### src/rtl/mac_pkg.sv
// mac_pkg: shared sizes, FSM encoding and config clamp for the MAC output writer.
package mac_pkg;
    localparam int COLS          = 8;
    localparam int PSUM_W        = 16;
    localparam int FIFO_D        = 8;
    localparam int ADDR_O_W      = 4;
    localparam int WORDS_PER_ROW = 2;
    localparam int ROW_W         = COLS * PSUM_W;
    localparam int WORD_W        = ROW_W / WORDS_PER_ROW;

    typedef enum logic [1:0] {IDLE, RUN, DRAIN, FIN} state_t;

    function automatic logic [3:0] clamp_cfg(input logic [3:0] v);
        return (v == 4'd0 || v > 4'd8) ? 4'd8 : v;
    endfunction
endpackage

### src/rtl/mac_row_fifo.sv
// mac_row_fifo: synchronous first-word-fall-through row FIFO with same-cycle push and pop.
module mac_row_fifo
    import mac_pkg::*;
#(
    parameter int W = ROW_W,
    parameter int D = FIFO_D
) (
    input  logic         CLK,
    input  logic         RST,
    input  logic         push,
    input  logic         pop,
    input  logic [W-1:0] din,
    output logic [W-1:0] dout,
    output logic         full,
    output logic         empty
);
    localparam int AW = $clog2(D);

    logic [W-1:0] mem [D];
    logic [AW-1:0] wp, rp;
    logic [AW:0] cnt;
    logic do_push, do_pop;

    assign full    = cnt == (AW+1)'(D);
    assign empty   = cnt == '0;
    assign dout    = mem[rp];
    assign do_push = push && !full;
    assign do_pop  = pop && !empty;

    always_ff @(posedge CLK) begin
        if (RST) begin
            wp  <= '0;
            rp  <= '0;
            cnt <= '0;
        end else begin
            if (do_push) begin
                mem[wp] <= din;
                wp      <= wp + 1'b1;
            end
            if (do_pop) rp <= rp + 1'b1;
            cnt <= cnt + {{AW{1'b0}}, do_push} - {{AW{1'b0}}, do_pop};
        end
    end
endmodule

### src/rtl/mac_out_writer.sv
// mac_out_writer: deskews systolic-array column sums into rows, buffers them and writes 64-bit words to OUT_MEM.
module mac_out_writer
    import mac_pkg::*;
(
    input  logic                     CLK,
    input  logic                     RST,
    input  logic                     START,
    input  logic [3:0]               CFG_M,
    input  logic [3:0]               CFG_T,
    input  logic [COLS-1:0]          PSUM_VLD,
    input  logic [COLS*PSUM_W-1:0]   PSUM,
    output logic                     EN_O,
    output logic                     RW_O,
    output logic [ADDR_O_W-1:0]      ADDR_O,
    output logic [WORD_W-1:0]        WDATA_O,
    output logic                     DONE,
    output logic                     ERR
);
    state_t state_q, state_d;
    logic [3:0] m_q, t_q, rows_in, rows_out;
    logic half;
    logic [COLS-1:0] al_v, t_mask;
    logic [PSUM_W-1:0] al_d [COLS];
    logic [ROW_W-1:0] row_d, head;
    logic row_vld, mismatch, push, pop, full, empty, start_ok, err_set;
    logic [ADDR_O_W-1:0] addr_q;
    logic [WORD_W-1:0] data_q;

    // Column c is held back COLS-1-c cycles so every column of a row lines up with column COLS-1.
    for (genvar c = 0; c < COLS; c++) begin : g_col
        localparam int D = COLS - 1 - c;
        if (D == 0) begin : g_pass
            assign al_v[c] = PSUM_VLD[c];
            assign al_d[c] = PSUM[c*PSUM_W +: PSUM_W];
        end else begin : g_dly
            logic [D-1:0] v;
            logic [PSUM_W-1:0] d [D];
            always_ff @(posedge CLK) begin
                if (RST) begin
                    v <= '0;
                    for (int i = 0; i < D; i++) d[i] <= '0;
                end else begin
                    v[0] <= PSUM_VLD[c];
                    d[0] <= PSUM[c*PSUM_W +: PSUM_W];
                    for (int i = 1; i < D; i++) begin
                        v[i] <= v[i-1];
                        d[i] <= d[i-1];
                    end
                end
            end
            assign al_v[c] = v[D-1];
            assign al_d[c] = d[D-1];
        end
    end

    always_comb begin
        row_d  = '0;
        t_mask = '0;
        for (int i = 0; i < COLS; i++) begin
            t_mask[i]                = 4'(i) < t_q;
            row_d[i*PSUM_W +: PSUM_W] = t_mask[i] ? al_d[i] : '0;
        end
    end

    assign row_vld  = al_v[0];
    assign mismatch = |(~al_v & t_mask);
    assign start_ok = START && state_q == IDLE;
    assign push     = row_vld && state_q == RUN && !full;
    assign err_set  = row_vld && (mismatch || state_q != RUN || full);

    mac_row_fifo u_fifo (
        .CLK   (CLK),
        .RST   (RST),
        .push  (push),
        .pop   (pop),
        .din   (row_d),
        .dout  (head),
        .full  (full),
        .empty (empty)
    );

    // Head row is written as two words; it leaves the FIFO on the second one.
    assign EN_O    = (state_q == RUN || state_q == DRAIN) && !empty;
    assign RW_O    = EN_O;
    assign pop     = EN_O && half;
    assign ADDR_O  = EN_O ? {rows_out[2:0], half} : addr_q;
    assign WDATA_O = EN_O ? (half ? head[ROW_W-1 -: WORD_W] : head[WORD_W-1:0]) : data_q;
    assign DONE    = state_q == FIN;

    always_comb begin
        state_d = state_q;
        case (state_q)
            IDLE:    state_d = START ? RUN : IDLE;
            RUN:     state_d = (push && rows_in == m_q - 4'd1) ? DRAIN : RUN;
            DRAIN:   state_d = (pop && rows_out == m_q - 4'd1) ? FIN : DRAIN;
            default: state_d = IDLE;
        endcase
    end

    always_ff @(posedge CLK) begin
        if (RST) begin
            state_q  <= IDLE;
            m_q      <= '0;
            t_q      <= '0;
            rows_in  <= '0;
            rows_out <= '0;
            half     <= 1'b0;
            ERR      <= 1'b0;
            addr_q   <= '0;
            data_q   <= '0;
        end else begin
            state_q <= state_d;
            if (start_ok) begin
                m_q      <= clamp_cfg(CFG_M);
                t_q      <= clamp_cfg(CFG_T);
                rows_in  <= '0;
                rows_out <= '0;
                half     <= 1'b0;
                ERR      <= 1'b0;
            end else begin
                if (push) rows_in <= rows_in + 4'd1;
                if (pop) rows_out <= rows_out + 4'd1;
                if (EN_O) half <= ~half;
                if (err_set) ERR <= 1'b1;
            end
            if (EN_O) begin
                addr_q <= ADDR_O;
                data_q <= WDATA_O;
            end
        end
    end
endmodule
### config.mk
export PLATFORM = sky130hd
export DESIGN_NAME = mac_out_writer
export DESIGN_NICKNAME = d
export VERILOG_FILES = /design/src/rtl/mac_pkg.sv /design/src/rtl/mac_row_fifo.sv /design/src/rtl/mac_out_writer.sv
export SDC_FILE = /design/constraint.sdc
export NUM_CORES = 2
export LEC_CHECK = 0
export CORE_ASPECT_RATIO = 1.25
export CORE_MARGIN = 8
export CORE_UTILIZATION = 50
export CTS_CLUSTER_DIAMETER = 120
export DETAILED_ROUTE_END_ITERATION = 8
export GPL_TIMING_DRIVEN = 1
export MAX_ROUTING_LAYER = met4
export PLACE_DENSITY = 0.64
export SETUP_SLACK_MARGIN = 0.15
export SLEW_MARGIN = 0
export SYNTH_ARGS = -nofsm -noshare
export SYNTH_HDL_FRONTEND = slang
export SYNTH_SLANG_ARGS = --single-unit
### constraint.sdc
create_clock -name CLK -period 19.2 [get_ports CLK]
set_input_delay 1.92 -clock CLK [delete_from_list [all_inputs] [get_ports CLK]]
set_output_delay 1.92 -clock CLK [all_outputs]
set_load 0.05 [all_outputs]
==> impl_metrics.yaml <==
clock_tree:
  insertion_delay_ns: 0.76
  cts_hold_buffers: 0
  cts_buffers: 152
  clkSinkCount: 1601
  postCtsSetupRepairBufs: 0
  cts.repair.resized: 0
  cts_root_buf: "clkbuf_16"
  cts_buffer_depth: 3
  path_clk_slew_ns: 0.06
  cts_tree: "done"
  h-tree-depth: 4
final_layout:
  drive_gt1_frac: 0.139
  layout_common_cells: "edfxtp_1, nor2b_1, dfxtp_1, clkdlybuf4s50_1, mux4_1"
  nets: 3600
  layout_commonest_cell: "edfxtp_1"
  regArea_um2: 42300
  fillers: 8732
  multiInputGateArea_um2: 14900
  syn2layout_area_growth_pct: 14.2
  postLayoutCoreUtil: 0.574
  final_area_um2: 66800
run:
  cap_violations: 0
logic_synthesis:
  ys_warn_count: 0
  synth.area.top_cells: "edfxtp_1, dfxtp_1, mux4_1"
  synth.area.mux_share: 0.146
  yosysUniqueCellTypes: 57
  yosysSeqAreaShare: 0.724
  syn_inst: 3215
  yosys.area.top_type_share: 0.526
  synth_compound_area_frac: 0.0222
  synth_top_area_cell: "edfxtp_1"
  ys_ff_latch: 1601
  synthAdderAreaFrac: 0.00377
  synth-main-ff-cell: "edfxtp_1"
  synth_top_family_by_area: "multiplexers"
  synth-simple-area-share: 0.0779
  synth_xor_area_frac: 0.00351
  async_reset_ff_frac: 0
  synth-edff-count: 1024
  syn-cell-area_um2: 58500
  synth.avg_cell_area_um2: 18.2
  synth_nets: 3379
timing:
  fmax_mhz: 153
  worst_pin_slew_ns: 1.20
  finClkSkew_ns: 0.0209
  fin_crit_sh: 0.340
  rsz0062_at_grt: "false"
  setup_viol_count_final: 0
  slew_violations: 0
  max_slew_margin: 0.201
  hold_viol_final: 0
  final.setup.tns_ns: 0
  min_period_ns: 6.54
run_status:
  status: "completed"
setup_path:
  crit_chain: "buf_12 -> mux4_1 -> mux2i_1 -> mux2_2 -> a21oi_1 -> clkdlybuf4s50_1"
  reg2reg_from: "state_q[1]"
  arrival_ns: 4.62
  slowest_delay_ns: 0.91
  critPathLaunchType: "flop"
  end_kind: "primary output"
  worst_path_max_delay_cell: "clkdlybuf4s50_1"
  crit_required_ns: 17.28
  r2r_setup_slack_ns: 14.55
  critPathBufInv: 2
  r2r-end: "u_fifo.mem[6][83]"
  reg2regPathDepth: 8
  crit_family: "buffers and inverters"
  path_class: "reg -> out"
  crit_fanout: 116
drt:
  antenna_violating_nets_post_route: 0
  drtPass1Iterations: 5
  dr_total_vias: 27197
  post_drt_via_cell_ratio: 5.30
  post_drt_wl_per_cell_um: 22.5
  drc: 0
  drtIter0Drc: 1669
  routed_wl_um: 116000
power_and_ir_drop:
  cellPowerDensity_nw_per_um2: 101
  p_leak_nw: 22.1
  peakVddDrop_mv: 0.0763
  p_total_w: 0.00675
hold_path:
  hp-start: "g_col[1].g_dly.d[2][15]"
  min_path_cells: 1
  hold_path_class: "reg -> reg"
  min_to: "g_col[1].g_dly.d[3][15]"
floorplanning:
  initial_utilization: 0.503
  fp.dieArea_um2: 128000
  fp.dieH_um: 398
  core_area_um2: 116000
  die_w_um: 322
  rows: 140
  io_pins: 219
grt:
  grt_pass1_vias: 28791
  antenna_found_initial: 1
  grt_pass1_wl_um: 175000
  gr-usage-all-layers: 0.186
  grt_remaining_overflow: 0
  grt_max_degree: 147
place:
  dp_hpwl_um: 59700
  routabilityCongestion: 0.728
  place_area_um2: 61800
  port_buffers: 218
==> final cells by class <==
class	count	area share
flip-flops and latches	1601	0.634
multi-input cells	1419	0.223
repair buffers	250	0.0380
inverters	12	0.000787
well taps	1562	0.0293
clock inverters	70	0.00995
clock buffers	212	0.0648
diodes	1	0.0000375
==> worst reg2reg max path: cells and delay by family, from the launching register on <==
kind / cells / cell delay [ns]
simple gates: 4 / 1.74
flops: 1 / 0.36
buf+inv: 3 / 1.91
fa+ha+maj: 1 / 0.21
==> where the power goes <==
part | total [W] | leakage [nW] | internal, W | switching (W)
clock | 0.00296 | 2.46 | 0.00172 | 0.00124
sequential | 0.00367 | 14.2 | 0.00366 | 0.0000109
combinational | 0.000123 | 5.48 | 0.0000542 | 0.0000684
total | 0.00675 | 22.1 | 0.00543 | 0.00132
==> stage by stage <==
stage,setup slack (ns),cells,hold slack [ns]
floorplan,3.72,3215,0.414
global placement,13.35,4844,0.415
detailed placement,13.36,4844,0.420
CTS,12.50,5126,0.430
global route,12.46,5126,0.432
finish,12.66,5127,0.430
==> how the worst max path moves through the flow <==
stage                     from                to  slack (ns)  cells after the start
after detailed placement  flop       WDATA_O[27]       13.36                      6
after CTS                 flop       WDATA_O[27]       12.50                      6
after global placement    flop       WDATA_O[27]       13.35                      6
final                     flop       WDATA_O[63]       12.66                      6
after global routing      flop       WDATA_O[27]       12.46                      6
after floorplan            RST  u_fifo.mem[0][0]        3.72                      4
==> cells in the mapped netlist (all sizes together), types with 2 or more instances <==
cell type / count
a211oi: 66
a21o: 2
a21oi: 77
and2: 37
and2b: 2
and3: 2
buf: 82
clkbuf: 101
dfxtp: 577
edfxtp: 1024
ha: 16
inv: 12
mux2: 67
mux2i: 132
mux4: 256
nand2: 9
nand2b: 6
nand3: 9
nand4b: 2
nor2: 101
nor2b: 578
nor3: 8
nor3b: 6
nor4: 3
or3b: 2
or4: 2
xnor2: 8
xor2: 10
xor3: 2
==> kinds of logic (layout without fill, tap and decap cells) <==
kind of cell	after synthesis	after routing
other	0	1
adder cells (fa/ha/maj)	17	17
buffers and inverters	195	544
XOR/XNOR	20	20
AO/OA/AOI/OAI	156	156
AND/OR/NAND/NOR	771	771
flip-flops	1601	1601
multiplexers	455	455
==> state kept, by name, summed over array words and instances, names as in the netlist, 3 cells and up, named ones only <==
| signal | cells |
|---|---|
| u_fifo.rp | 3 |
| m_q | 4 |
| data_q | 64 |
| u_fifo.wp | 3 |
| addr_q | 4 |
| u_fifo.mem | 1024 |
| g_col.g_dly.d | 448 |
| rows_in | 4 |
| t_q | 4 |
| rows_out | 4 |
| g_col.g_dly.v | 28 |
| u_fifo.cnt | 4 |
==> routing by layer <==
layer | vias up | share of wire | track usage
met1 | 13870 | 0.45 | 0.244
li1 | 12574 | - | -
met4 | 0 | 0.021 | 0.0498
met2 | 592 | 0.48 | 0.298
met5 | - | 0 | -
met3 | 161 | 0.046 | 0.0355
(Power assumes the default switching activity.)
